`src/rtl/fetch_stage.sv`:
```
// rtl/fetch_stage.sv - instruction fetch stage: PC ownership, branch redirect, start/halt gating, perf counters
module fetch_stage #(
    parameter int                WIDTH            = 32,
    parameter int                INSTRUCTIONWIDTH = 24,
    parameter logic [WIDTH-1:0]  RESET_PC         = '0,
    parameter int                PC_INC           = 1
) (
    input  logic                        clk,
    input  logic                        rst_n,
    input  logic                        start_i,
    input  logic                        halt_i,
    input  logic                        stall_i,
    input  logic                        branch_i,
    input  logic [WIDTH-1:0]            branch_target_i,
    output logic [WIDTH-1:0]            imem_addr_o,
    input  logic [INSTRUCTIONWIDTH-1:0] imem_rdata_i,
    output logic                        valid_o,
    output logic [INSTRUCTIONWIDTH-1:0] instr_o,
    output logic [WIDTH-1:0]            pc_o,
    output logic [WIDTH-1:0]            fetch_count_o,
    output logic [WIDTH-1:0]            stall_count_o
);

    localparam logic [WIDTH-1:0] PC_STEP = WIDTH'(PC_INC);
    localparam logic [WIDTH-1:0] CNT_ONE = {{(WIDTH-1){1'b0}}, 1'b1};

    typedef enum logic [1:0] {
        IDLE   = 2'd0,
        RUN    = 2'd1,
        HALTED = 2'd2
    } state_t;

    state_t           state_q;
    state_t           state_d;
    logic [WIDTH-1:0] req_pc_q;
    logic [WIDTH-1:0] fetch_count_q;
    logic [WIDTH-1:0] stall_count_q;
    logic [WIDTH-1:0] next_addr;
    logic             valid;
    logic             accept;
    logic             stall_hit;

    // State register
    always_ff @(posedge clk or negedge rst_n) begin
        if (!rst_n) begin
            state_q <= IDLE;
        end else begin
            state_q <= state_d;
        end
    end

    // Next-state: only start leaves IDLE/HALTED, only halt leaves RUN
    always_comb begin
        state_d = state_q;
        case (state_q)
            IDLE, HALTED: begin
                if (start_i) begin
                    state_d = RUN;
                end
            end
            RUN: begin
                if (halt_i) begin
                    state_d = HALTED;
                end
            end
            default: state_d = IDLE;
        endcase
    end

    // Output/address decode; the kill of valid by halt/branch is deliberately combinational
    always_comb begin
        valid     = 1'b0;
        next_addr = req_pc_q;
        if (state_q == RUN) begin
            if (halt_i) begin
                next_addr = req_pc_q;
            end else if (branch_i) begin
                next_addr = branch_target_i;
            end else if (stall_i) begin
                valid     = 1'b1;
                next_addr = req_pc_q;
            end else begin
                valid     = 1'b1;
                next_addr = req_pc_q + PC_STEP;
            end
        end
        accept    = valid & ~stall_i;
        stall_hit = valid & stall_i;
    end

    // Request PC always tracks the address presented last cycle, i.e. the PC of imem_rdata_i
    always_ff @(posedge clk or negedge rst_n) begin
        if (!rst_n) begin
            req_pc_q <= RESET_PC;
        end else begin
            req_pc_q <= next_addr;
        end
    end

    // Saturating performance counters
    always_ff @(posedge clk or negedge rst_n) begin
        if (!rst_n) begin
            fetch_count_q <= '0;
            stall_count_q <= '0;
        end else begin
            if (accept && (fetch_count_q != '1)) begin
                fetch_count_q <= fetch_count_q + CNT_ONE;
            end
            if (stall_hit && (stall_count_q != '1)) begin
                stall_count_q <= stall_count_q + CNT_ONE;
            end
        end
    end

    assign imem_addr_o   = next_addr;
    assign valid_o       = valid;
    assign instr_o       = valid ? imem_rdata_i : '0;
    assign pc_o          = req_pc_q;
    assign fetch_count_o = fetch_count_q;
    assign stall_count_o = stall_count_q;

endmodule
```
`config.mk`:
```
export PLATFORM = sky130hd
export DESIGN_NAME = fetch_stage
export DESIGN_NICKNAME = d
export VERILOG_FILES = /design/src/rtl/fetch_stage.sv
export SDC_FILE = /design/constraint.sdc
export NUM_CORES = 1
export LEC_CHECK = 0
export CAP_MARGIN = 5
export CORE_MARGIN = 2
export CORE_UTILIZATION = 50
export CTS_BUF_LIST = sky130_fd_sc_hd__clkbuf_4 sky130_fd_sc_hd__clkbuf_8
export DETAILED_ROUTE_END_ITERATION = 7
export DONT_BUFFER_PORTS = 1
export PLACE_DENSITY = 0.74
export RECOVER_POWER = 25
export SETUP_SLACK_MARGIN = 0.3
export SYNTH_ARGS = -nofsm -noshare
export SYNTH_HDL_FRONTEND = slang
export SYNTH_SLANG_ARGS = --single-unit
```
`constraint.sdc`:
```
create_clock -name clk -period 2.5 [get_ports clk]
set_input_delay 0.5 -clock clk [delete_from_list [all_inputs] [get_ports clk]]
set_output_delay 0.5 -clock clk [all_outputs]
set_load 0.05 [all_outputs]
```
### Word level (Yosys, flattened, before mapping)

Index checks and enable logic that the tools add are counted.

* add/sub/neg operators: 3
* eq/ne operators: 6
* mux-type cells: 11
* bitwise logic cells: 3
* reduce and logical (&&, ||, !) cells: 5

Operators with widths (number)
* $mux 32: 4
* $add 32x1->32 const B: 3
* $ne 32x32->1 const B: 2
* $mux 24: 1
* $mux 2: 2
* $ne 2x2->1 const B: 2
* $pmux 2 s2: 1
* $mux 1: 3
* $and 1x1->1: 2
* $eq 2x1->1 const B: 1
* $eq 2x2->1 const B: 1
* $logic_and 1x1->1: 2
* $logic_not 2->1: 1
* $reduce_and 2->1: 1
* $reduce_or 2->1: 1
* $not 1->1: 1

* flip-flop bits (word level): 98
* input port bits: 62
* output and inout bits: 153
* logic and storage cells: 32

### Depth between registers and ports, before layout

Gate-level depths: netlist (run 1).

* depth in word-level cells: 5
* gate-level depth with buffers: 8
* mapped depth without buffers: 7

### Worst setup path before layout (run 1)

No wires, ideal clock.

* path type: flip-flop to output port
* start: register req_pc_q[0], in the netlist pc_o[0]
* end: output port imem_addr_o[20]
* data arrival time: 3754 ps
* required time: 2000 ps
* slack: -1754 ps
* cell stages (with the launch flop): 7
* buffers on the path: 1
* cell sequence: dfrtp_1 ha_1 and4b_1 and3_1 clkbuf_1 nand4_1 o311ai_0

* longest elaborated chain between the ends: 5

Ends and longest elaborated chain
* start, declared: line 35 `logic [WIDTH-1:0] req_pc_q;`
* start signal, assigned: line 96 `req_pc_q <= next_addr;`
* $add 32x1->32: line 84 `next_addr = req_pc_q + PC_STEP;`
* $mux 32: line 79 `end else if (stall_i) begin`
* $mux 32: line 77 `end else if (branch_i) begin`
* $mux 32: line 75 `if (halt_i) begin`
* $mux 32: line 74 `if (state_q == RUN) begin`
* end, declared: line 15 `output logic [WIDTH-1:0] imem_addr_o,`

Every way passes these cells.

### Worst setup path in the final report (run 1)

* start: register req_pc_q[0], in the netlist pc_o[0]
* end: output port imem_addr_o[10]

Same word-level chain as after synthesis.

==> results of run 1 <==
[final timing paths]
path                             from                 to  slack, ps  depth (start not counted)
max reg2reg                state_q[1]  stall_count_o[13]        -50                         14
min reg2reg                state_q[0]         state_q[1]        590                          2
min                             rst_n  fetch_count_o[26]       -210                          0
min in group clk              start_i         state_q[0]        260                          2
max in group asynchronous       rst_n   stall_count_o[1]       2550                          0
max                           pc_o[0]    imem_addr_o[10]       -270                          8
[cell families after synthesis]
| family | Yosys count | share of synthesized area |
|---|---|---|
| AND/OR/NAND/NOR | 258 | 0.269 |
| buffers and inverters | 42 | 0.0330 |
| flip-flops | 98 | 0.456 |
| AO/OA/AOI/OAI | 105 | 0.124 |
| adder cells (fa/ha/maj) | 3 | 0.00697 |
| XOR/XNOR | 61 | 0.0993 |
| multiplexers | 6 | 0.0116 |
[cells in the mapped netlist (all sizes together), types with 12 or more instances]
cell type / number
and3: 14
nor4: 12
dfrtp: 98
nand2: 46
nor2: 36
clkbuf: 17
xnor2: 34
xor2: 27
nand3: 34
inv: 14
and2: 30
nand4: 42
nor3: 22
o21ai: 20
a21oi: 37
[state kept, by name, summed over array words and instances, names as in the netlist]
name and count:
state_q 2, pc_o 32, fetch_count_o 32, stall_count_o 32
[routing by layer]
metal,vias to the layer above,GRT usage,wire (um)
met5,-,0,0
met3,107,0.115,2360
met2,451,0.595,12200
met4,0,0.123,1030
li1,2475,-,-
met1,2990,0.393,8350
[metrics by stage]
step	instances	instance area (um^2)	utilization
floorplan	573	5940	-
global placement	811	7160	0.691
detailed placement	811	7160	0.691
CTS	872	8440	0.813
global route	904	9300	0.897
finish	904	9300	0.897
[layout make-up]
| cell class | count | area [um^2] | area share |
|---|---|---|---|
| Multi-Input combinational cell | 434 | 4240 | 0.456 |
| Sequential cell | 98 | 2490 | 0.268 |
| Timing Repair Buffer | 206 | 2150 | 0.232 |
| Clock buffer | 14 | 174 | 0.0187 |
| Tap cell | 136 | 170 | 0.0183 |
| Inverter | 14 | 60.1 | 0.00646 |
| Clock inverter | 2 | 12.5 | 0.00135 |
[timing repair]
item                       CTS  global route
pin swaps                   97            77
cloned                       5             2
setup endpoints to repair   81           115
buffers inserted            40            30
resized for setup          153           109
hold endpoints to repair    98            98
[power by group through the flow]
stage                     logic (mW)  clock network, mW  registers [mW]
after global placement          3.94                  0            2.19
final                           4.83               1.06            2.22
after CTS                       4.41               1.02            2.18
after floorplan                 1.94                  0            3.17
after global routing            4.95               1.12            2.24
after detailed placement        4.00                  0            2.22
==> key figures, run 1 <==
Outcome
  • Outcome: complete, but fails checks
  • Violated checks: hold timing, setup timing

Floorplan
  • Die Area: 0.0116 mm^2
  • Row count: 37
  • DIE WIDTH: 108 um
  • Area of the core: 0.0104 mm^2
  • Initial Util: 0.519
  • Die Height: 108 um
  • Ports: 215

Setup path
  • Slowest cell delay on critical path: 410 ps
  • Worst Setup End Kind: output port
  • Crit-path max FO: 4
  • Number of buffers and inverters on the critical path: 2
  • Worst path top cell family by delay: simple AND/OR/NAND/NOR gates
  • Slowest CP cell: dfrtp_2
  • Critical path data required time: 2000 ps
  • Worst Path Arrival: 2270 ps
  • Setup CP Type: reg -> out
  • CP Cell Sequence: ha_4, and4b_1, buf_4, buf_6, nand4_1, nor3_1, a21oi_1, o22ai_4
  • CP Launch Type: flip-flop

Pwr
  • Max VDD drop: 0.811 mV
  • Power Density: 873 mW/mm^2
  • Switching Fraction: 0.516
  • Combinational share of power: 0.595
  • Sequential share of power: 0.274
  • Leak: 4.09 nW
  • Sw power: 4.19 mW
  • Cell internal pwr: 3.93 mW
  • Clock power frac: 0.131
  • Total power: 8.12 mW

Synthesis
  • #FFs+latches synth: 98
  • Synth top area cells: dfrtp_1, xnor2_1, nand4_1
  • Yosys Warn Count: 0
  • Sequential share of the synthesized area: 0.456
  • Avg Synthesized Cell Area: 9.39 um^2
  • Ys async rst share: 1.00
  • Syn Std Cell Area: 0.00538 mm^2
  • Post-Syn Nets: 638
  • Yosys cell types: 58
  • Post-synth EDFFs: 0
  • Largest area contributor in the netlist: dfrtp_1
  • Top cell type's share of synthesized area: 0.456
  • Post-Synthesis Cells: 573
  • Most used DFF post-synth: dfrtp_1

GRT
  • Grt total ovfl: 0
  • Vias in the first global route: 5,704
  • Total GRT Usage: 0.343
  • Initial antenna violation count: 0
  • Largest net degree at the start of global routing: 99
  • First-pass GRT wire length: 30,800 um

Timing
  • Period Utilization, post-route: 1.11
  • Fin. max-slew vios: 0
  • Tmin final: 2770 ps
  • Worst Tran Pin Value: 837 ps
  • Final Setup Violations: 56
  • Rel. slew slack: 0.438
  • Fmax: 361 MHz
  • Setup TNS: -5900 ps
  • Hold Violations, Final: 98
  • RSZ-0062 raised after global routing: true
  • Worst hold slack: -210 ps
  • Final Skew: 26.8 ps
  • Post-route setup slack: -272 ps

Routing
  • DRT Pass-1 Iters: 5
  • Vias: 6,023
  • DRC Markers: 0
  • Routed WL per cell: 26.5 um
  • Vias per cell: 6.66
  • Number of DRC markers in iteration 0: 470
  • Total Wirelength: 24,000 um
  • Final ANT Viol Nets: 0

Clocking
  • Max H-tree Level: 3
  • Root Buffer: clkbuf_8
  • Max Root-Sink Buffers: 2
  • Clock transition at path regs: 120 ps
  • Worst skew pair latency: 400 ps
  • Clk sinks: 98
  • CTS Buf Count: 9
  • CTS tree: built

Final layout
  • Final nets: 828
  • Layout cells sized above 1: 0.603
  • # fillers: 404
  • Most frequent cells in the layout: buf_4, dfrtp_1, nand4_1, nand2_1, buf_12
  • Most common cell after layout, fill and taps aside: buf_4
  • Antenna cell count: 0
  • Area grow syn2layout: 72.8%

Placed design
  • Setup WS pre-CTS: 48.2 ps
  • HPWL Detailed: 12,500 um
  • Port bufs: 0
  • Final Wtd Congestion: 0.940

Hold path
  • Worst Hold Class: in -> async

Flow run
  • Max-Cap Viols: 0
(Power assumes the default switching activity.)
==> inputs of run 2 (changes only) <==
Settings changed: ABC_AREA set to 1.
==> run 2 against run 1 <==
Against the previous run:
- critical path type unchanged
- final cell count rose by 50%
- count of clock-buffer cells in the layout fell by 2
- synthesized area rose by 23%
- worst setup slack improved by 250 ps
- the run still ends with hold timing, setup timing left
- critical endpoint is now imem_addr_o[17]
==> key figures, run 2 <==
GRT
  • Largest net degree at the start of global routing: 99 (unchanged)
  • Grt total ovfl: 0 (unchanged)
  • First-pass GRT wire length: 34,900 um (+13%)
  • Total GRT Usage: 0.306 (-0.0371)
  • Initial antenna violation count: 0 (unchanged)
  • Vias in the first global route: 7,034 (+23%)

Clocking
  • Clk sinks: 98 (unchanged)
  • Max H-tree Level: 3 (unchanged)
  • Max Root-Sink Buffers: 2 (unchanged)
  • CTS tree: built
  • Clock transition at path regs: 100 ps (-20 ps)
  • Root Buffer: clkbuf_8
  • CTS Buf Count: 9 (unchanged)
  • Worst skew pair latency: 390 ps (about the same)

Routing
  • Number of DRC markers in iteration 0: 578 (+23%)
  • DRC Markers: 0 (unchanged)
  • Vias: 7,498 (+24%)
  • DRT Pass-1 Iters: 6 (+1)
  • Final ANT Viol Nets: 0 (unchanged)
  • Vias per cell: 5.53 (-17%)
  • Routed WL per cell: 16.8 um (-37%)
  • Total Wirelength: 22,800 um (-4.9%)

Placed design
  • Area post-placement: 0.00790 mm^2 (+10%)
  • Port bufs: 0 (unchanged)
  • Final Wtd Congestion: 0.911 (-3.0%)
  • HPWL Detailed: 14,500 um (+16%)

Timing
  • RSZ-0062 raised after global routing: true
  • Worst hold slack: -205 ps (+5.41 ps)
  • Period Utilization, post-route: 1.01 (-0.101)
  • Tmin final: 2520 ps (-253 ps)
  • Rel. slew slack: 0.597 (+0.159)
  • Final Setup Violations: 3 (-95%)
  • Hold Violations, Final: 98 (unchanged)
  • Fmax: 397 MHz (+10%)
  • Final Skew: 16.4 ps (-10.4 ps)
  • Fin. max-slew vios: 0 (unchanged)
  • Post-route setup slack: -18.7 ps (+253 ps)
  • Worst Tran Pin Value: 605 ps (-232 ps)

Setup path
  • Critical path data required time: 2000 ps (about the same)
  • Setup CP Type: reg -> out
  • Worst r2r src: stall_count_o[30]
  • Worst Setup End Kind: output port
  • Worst Path Arrival: 2020 ps (-250 ps)
  • Crit-path max FO: 5 (+1)
  • Slowest CP cell: dfrtp_2
  • Most numerous cell on the critical path: nand2_1
  • Slowest cell delay on critical path: 410 ps (about the same)
  • CP Cell Sequence: nand2_1, nor2_4, nand2_4, nor2_4, nand2_1, xor2_1, nand2_1, nand2_1, nand2_4
  • CP Launch Type: flip-flop
  • Critical path launch point: pc_o[0]

Final layout
  • Most frequent cells in the layout: nand2_1, buf_4, inv_1, nor2_1, dfrtp_1
  • Final nets: 1,242 (+50%)
  • Most common cell after layout, fill and taps aside: nand2_1
  • Antenna cell count: 0 (unchanged)
  • Area grow syn2layout: 41.4%
  • Layout cells sized above 1: 0.291 (-0.312)
  • Final Cell Area: 0.00938 mm^2 (+0.91%)

Floorplan
  • Die Area: 0.0142 mm^2 (+22%)
  • Row count: 42 (+14%)
  • DIE WIDTH: 119 um (+11%)
  • Ports: 215 (unchanged)
  • Area of the core: 0.0131 mm^2 (+26%)
  • Die Height: 119 um (+11%)
  • Initial Util: 0.507 (-0.0120)

Synthesis
  • Syn Std Cell Area: 0.00664 mm^2 (+23%)
  • Synth top area cells: dfrtp_1, nand2_1, nor2_1
  • Yosys cell types: 40 (-31%)
  • Yosys Warn Count: 0 (unchanged)
  • Post-Synthesis Cells: 1,020 (+78%)
  • Sequential share of the synthesized area: 0.370 (-0.0860)
  • Avg Synthesized Cell Area: 6.51 um^2 (-31%)
  • Largest area contributor in the netlist: dfrtp_1
  • Top-count cell post-synth: nand2_1
  • #FFs+latches synth: 98 (unchanged)
  • Post-synth top cells: nand2_1, nor2_1, inv_1
  • Post-Syn Nets: 1,085 (+70%)
  • Most used DFF post-synth: dfrtp_1
  • Top cell type's share of synthesized area: 0.370 (-0.0860)
  • Ys async rst share: 1.00 (unchanged)
  • Post-synth EDFFs: 0 (unchanged)

Pwr
  • Leak: 4.38 nW (+7.0%)
  • Power Density: 917 mW/mm^2 (+5.0%)
  • Max VDD drop: 0.927 mV (+14%)

Flow run
  • Max-Cap Viols: 0 (unchanged)

Outcome
  • Violated checks: hold timing, setup timing
  • Outcome: complete, but fails checks

Hold path
  • Worst Hold Class: in -> async
-- run 2: cell types whose count changed in the layout (fill, tap and decap cells not counted), sizes merged, moves of 15 or more --
| cell | delta |
|---|---|
| nand2 | +384 |
| nor2 | +94 |
| inv | +86 |
| buf | -35 |
| and2 | -29 |
| a21oi | -23 |
| o21ai | +23 |
| nand4 | -21 |
| xnor2 | -20 |
| xor2 | +15 |
-- run 2: cell type report --
class | instances | area, um^2
inverter | 105 | 427
clock inverter | 2 | 13.8
fill | 964 | 3700
timing repair buffer | 169 | 1680
clock buffer | 12 | 159
sequential | 98 | 2480
tap | 176 | 220
multi-input combinational | 794 | 4400
-- run 2: per-layer routing --
layer | track usage | vias to the layer above | wire length, um | part of all wire
li1 | - | 3489 | - | -
met1 | 0.376 | 3522 | 8640 | 0.38
met2 | 0.514 | 415 | 11400 | 0.50
met3 | 0.0680 | 72 | 2120 | 0.093
met4 | 0.138 | 0 | 682 | 0.030
met5 | 0 | - | 0 | 0
-- run 2: final timing paths --
check	end	slack [ps]	cells after the start
worst max-delay path	imem_addr_o[17]	-20	9
worst max register to register	stall_count_o[18]	400	10
worst min register to register	stall_count_o[2]	530	2
worst min-delay path	fetch_count_o[17]	-200	0
max in group asynchronous	pc_o[15]	2570	0
min in group clk	state_q[1]	200	1
-- run 2: timing repair --
action / 4_1_cts / 5_1_grt
setup buffers: 19 / 9
pin swaps: 25 / 26
gates cloned: 9 / 1
endpoints found under the setup margin: 56 / 81
endpoints found under the hold margin: 98 / 98
gates resized for setup: 178 / 63
-- run 2: kinds of logic after synthesis --
family / Yosys count / synth area share
DFF: 98 / 0.370
adders and majority gates: 3 / 0.00566
AOI/OAI and AO/OA: 71 / 0.0588
xor gates and xnor gates: 56 / 0.0739
and+or+nand+nor: 661 / 0.412
buffers and inverters: 131 / 0.0800
-- run 2: power breakdown --
part | internal [mW] | leakage (nW) | total, mW | switching, mW
clock network | 0.419 | 0.0917 | 1.01 | 0.592
logic | 1.37 | 3.02 | 5.24 | 3.86
registers | 1.95 | 1.26 | 2.36 | 0.403
total | 3.75 | 4.38 | 8.60 | 4.86
-- run 2: stage by stage --
stage / setup TNS, ps / cells / setup slack, ps / power, mW / utilization
finish: -41.5 / 1356 / -18.7 / 8.60 / 0.717
global route: -1490 / 1356 / -122 / 8.94 / 0.717
CTS: -48.4 / 1346 / -28.3 / 8.28 / 0.692
detailed placement: 0 / 1304 / 86.6 / 6.76 / 0.603
global placement: 0 / 1304 / 122 / 6.72 / 0.603
floorplan: 0 / 1020 / 61.2 / 5.71 / -
-- run 2: worst max-delay path: cells and delay by family (launching register included) --
family / cells / cell delay (ps)
XOR/XNOR: 1 / 160
flip-flops: 1 / 410
AND/OR/NAND/NOR: 8 / 1060
==> inputs of run 3 (changes only) <==
Settings changed: CORE_MARGIN 2 to 3, PLACE_DENSITY 0.74 to 0.68.
==> run 3 against run 2 <==
Against the previous run:
- the flow still finishes with violations (hold timing, setup timing)
- combinational power is 5.2% higher
- sequential cell count unchanged
- hold slack got worse by 1.8 ps
- register-to-register slack got worse by 300 ps
- clock skew up 2.3 ps
- final area rose by 4.2%
- final cell count rose by 1.6%
- count of clock-buffer cells in the layout rose by 1
- first-iteration DRC count increased by 30%
- clock power rose by 7%
- global-route usage about the same
==> key figures, run 3 (synthesized netlist as in run 2, its figures left out) <==
Routing
  • Vias per cell: 5.54 (+0.18%)
  • Number of DRC markers in iteration 0: 754 (+30%)
  • Routed WL per cell: 17.6 um (+4.7%)
  • DRC Markers: 0 (unchanged)
  • Vias: 7,633 (+1.8%)
  • Total Wirelength: 24,200 um (+6.4%)
  • DRT Pass-1 Iters: 5 (-1)
  • Final ANT Viol Nets: 0 (unchanged)

GRT
  • First-pass GRT wire length: 35,900 um (+2.8%)
  • Vias in the first global route: 7,260 (+3.2%)
  • Largest net degree at the start of global routing: 99 (unchanged)
  • Total GRT Usage: 0.306 (about the same)
  • Initial antenna violation count: 0 (unchanged)
  • Grt total ovfl: 0 (unchanged)

Setup path
  • Worst Path Arrival: 2120 ps (+100 ps)
  • Worst Setup End Kind: output port
  • Number of buffers and inverters on the critical path: 2 (+2)
  • Most numerous cell on the critical path: buf_6
  • Setup CP Type: reg -> out
  • Worst reg-to-reg setup slack: 100 ps (-300 ps)
  • Slowest cell delay on critical path: 420 ps (about the same)
  • CP Launch Type: flip-flop
  • Worst r2r src: state_q[0]
  • Slowest CP cell: dfrtp_2
  • CP Cell Sequence: ha_4, nand4_1, buf_6, nor2_4, buf_6, nand2_4, o21ai_2, nor2_2, o22ai_4
  • Crit-path max FO: 4 (-1)
  • R2r endpoint: stall_count_o[13]
  • Critical path data required time: 2000 ps (about the same)
  • Worst reg-to-reg path cell count: 14 (+4)
  • Worst path top cell family by delay: compound AO/OA/AOI/OAI gates

Floorplan
  • Area of the core: 0.0128 mm^2 (-2.4%)
  • DIE WIDTH: 121 um (+1.7%)
  • Die Height: 121 um (+1.7%)
  • Ports: 215 (unchanged)
  • Initial Util: 0.519 (+0.0124)
  • Die Area: 0.0147 mm^2 (+3.4%)
  • Row count: 41 (-2.4%)

Final layout
  • Most frequent cells in the layout: nand2_1, buf_4, inv_1, nor2_1, dfrtp_1
  • Area grow syn2layout: 47.4%
  • Antenna cell count: 0 (unchanged)
  • Most common cell after layout, fill and taps aside: nand2_1
  • Layout cells sized above 1: 0.334 (+0.0435)
  • Final nets: 1,266 (+1.9%)
  • # fillers: 890 (-7.7%)
  • Final core utilization: 0.766 (+0.0486)

Clocking
  • Max Root-Sink Buffers: 2 (unchanged)
  • Clock transition at path regs: 110 ps (about the same)
  • Max H-tree Level: 3 (unchanged)
  • Root Buffer: clkbuf_8
  • CTS Buf Count: 9 (unchanged)
  • CTS tree: built
  • Worst skew pair latency: 390 ps (about the same)
  • Clk sinks: 98 (unchanged)

Timing
  • Period Utilization, post-route: 1.05 (+0.0399)
  • Worst Tran Pin Value: 550 ps (-54.3 ps)
  • Tmin final: 2620 ps (+99.7 ps)
  • Post-route setup slack: -118 ps (-99.7 ps)
  • Rel. slew slack: 0.632 (+0.0348)
  • Hold Violations, Final: 98 (unchanged)
  • RSZ-0062 raised after global routing: true
  • Final Setup Violations: 36 (+33)
  • Worst hold slack: -206 ps (-1.75 ps)
  • Fmax: 382 MHz (-3.8%)
  • Fin. max-slew vios: 0 (unchanged)
  • Final Skew: 18.7 ps (+2.32 ps)

Pwr
  • Max VDD drop: 1.01 mV (+9.1%)
  • Leak: 4.63 nW (+5.7%)
  • Power Density: 912 mW/mm^2 (-0.48%)
  • Total power: 8.93 mW (+3.7%)

Outcome
  • Outcome: complete, but fails checks
  • Violated checks: hold timing, setup timing

Hold path
  • Worst Hold Class: in -> async

Placed design
  • Final Wtd Congestion: 0.926 (+1.6%)
  • Port bufs: 0 (unchanged)
  • HPWL Detailed: 15,000 um (+3.3%)

Flow run
  • Max-Cap Viols: 0 (unchanged)
## run 3: changes by cell type in the layout (fill, tap and decap cells not counted), sizes merged
cell	before	now
nand2	430	429
clkbuf	12	15
buf	169	194
nor2	130	129
inv	100	101
nand3	37	36
## run 3: what timing repair did
item,4_1_cts,5_1_grt
hold endpoints to repair,98,98
endpoints found under the setup margin,57,77
buffers inserted,27,16
gates cloned,6,6
pin swaps,24,42
resized for setup,168,122
## run 3: worst reg2reg max path, delay by kind of cell (launching register included)
| family | cells | cell delay (ps) |
|---|---|---|
| AO/OA/AOI/OAI | 1 | 340 |
| AND/OR/NAND/NOR | 6 | 690 |
| flip-flops | 1 | 430 |
| buffers and inverters | 7 | 890 |
## run 3: cell type report
type / instances / area (um^2) / share of cell area
multi-input cells: 791 / 4460 / 0.456
flip-flops and latches: 98 / 2480 / 0.253
repair buffers: 196 / 2010 / 0.206
inverters: 105 / 425 / 0.0435
well taps: 172 / 215 / 0.0220
clock buffers: 13 / 173 / 0.0177
clock inverters: 3 / 21.3 / 0.00217
## run 3: routing by layer
| metal | GRT usage | wire [um] | share of wire |
|---|---|---|---|
| met5 | 0 | 0 | 0 |
| met2 | 0.521 | 11900 | 0.49 |
| met4 | 0.141 | 1150 | 0.047 |
| met1 | 0.368 | 9020 | 0.37 |
| met3 | 0.0690 | 2180 | 0.090 |
## run 3: where the power goes
group	leakage [nW]	switching (mW)	internal, mW
Clock	0.0995	0.618	0.459
Sequential	1.26	0.389	1.96
Combinational	3.27	3.96	1.54
Total	4.63	4.97	3.96
## run 3: how the worst max path moves through the flow
stage / start / slack, ps / end / cells after the start
after floorplan: halt_i / 60 / imem_addr_o[1] / 4
after global placement: stall_i / 190 / imem_addr_o[17] / 11
after detailed placement: stall_i / 180 / imem_addr_o[23] / 11
after CTS: pc_o[1] / -70 / imem_addr_o[22] / 9
after global routing: pc_o[0] / -200 / imem_addr_o[18] / 9
final: pc_o[0] / -120 / imem_addr_o[18] / 9
## run 3: per-stage QoR
step / TNS, ps / std cells / setup slack (ps) / cell area (um^2)
finish: -1980 / 1378 / -118 / 9780
global route: -5290 / 1378 / -205 / 9780
CTS: -407 / 1356 / -72.4 / 9180
detailed placement: 0 / 1307 / 180 / 7980
global placement: 0 / 1307 / 185 / 7980
floorplan: 0 / 1020 / 61.2 / 6780
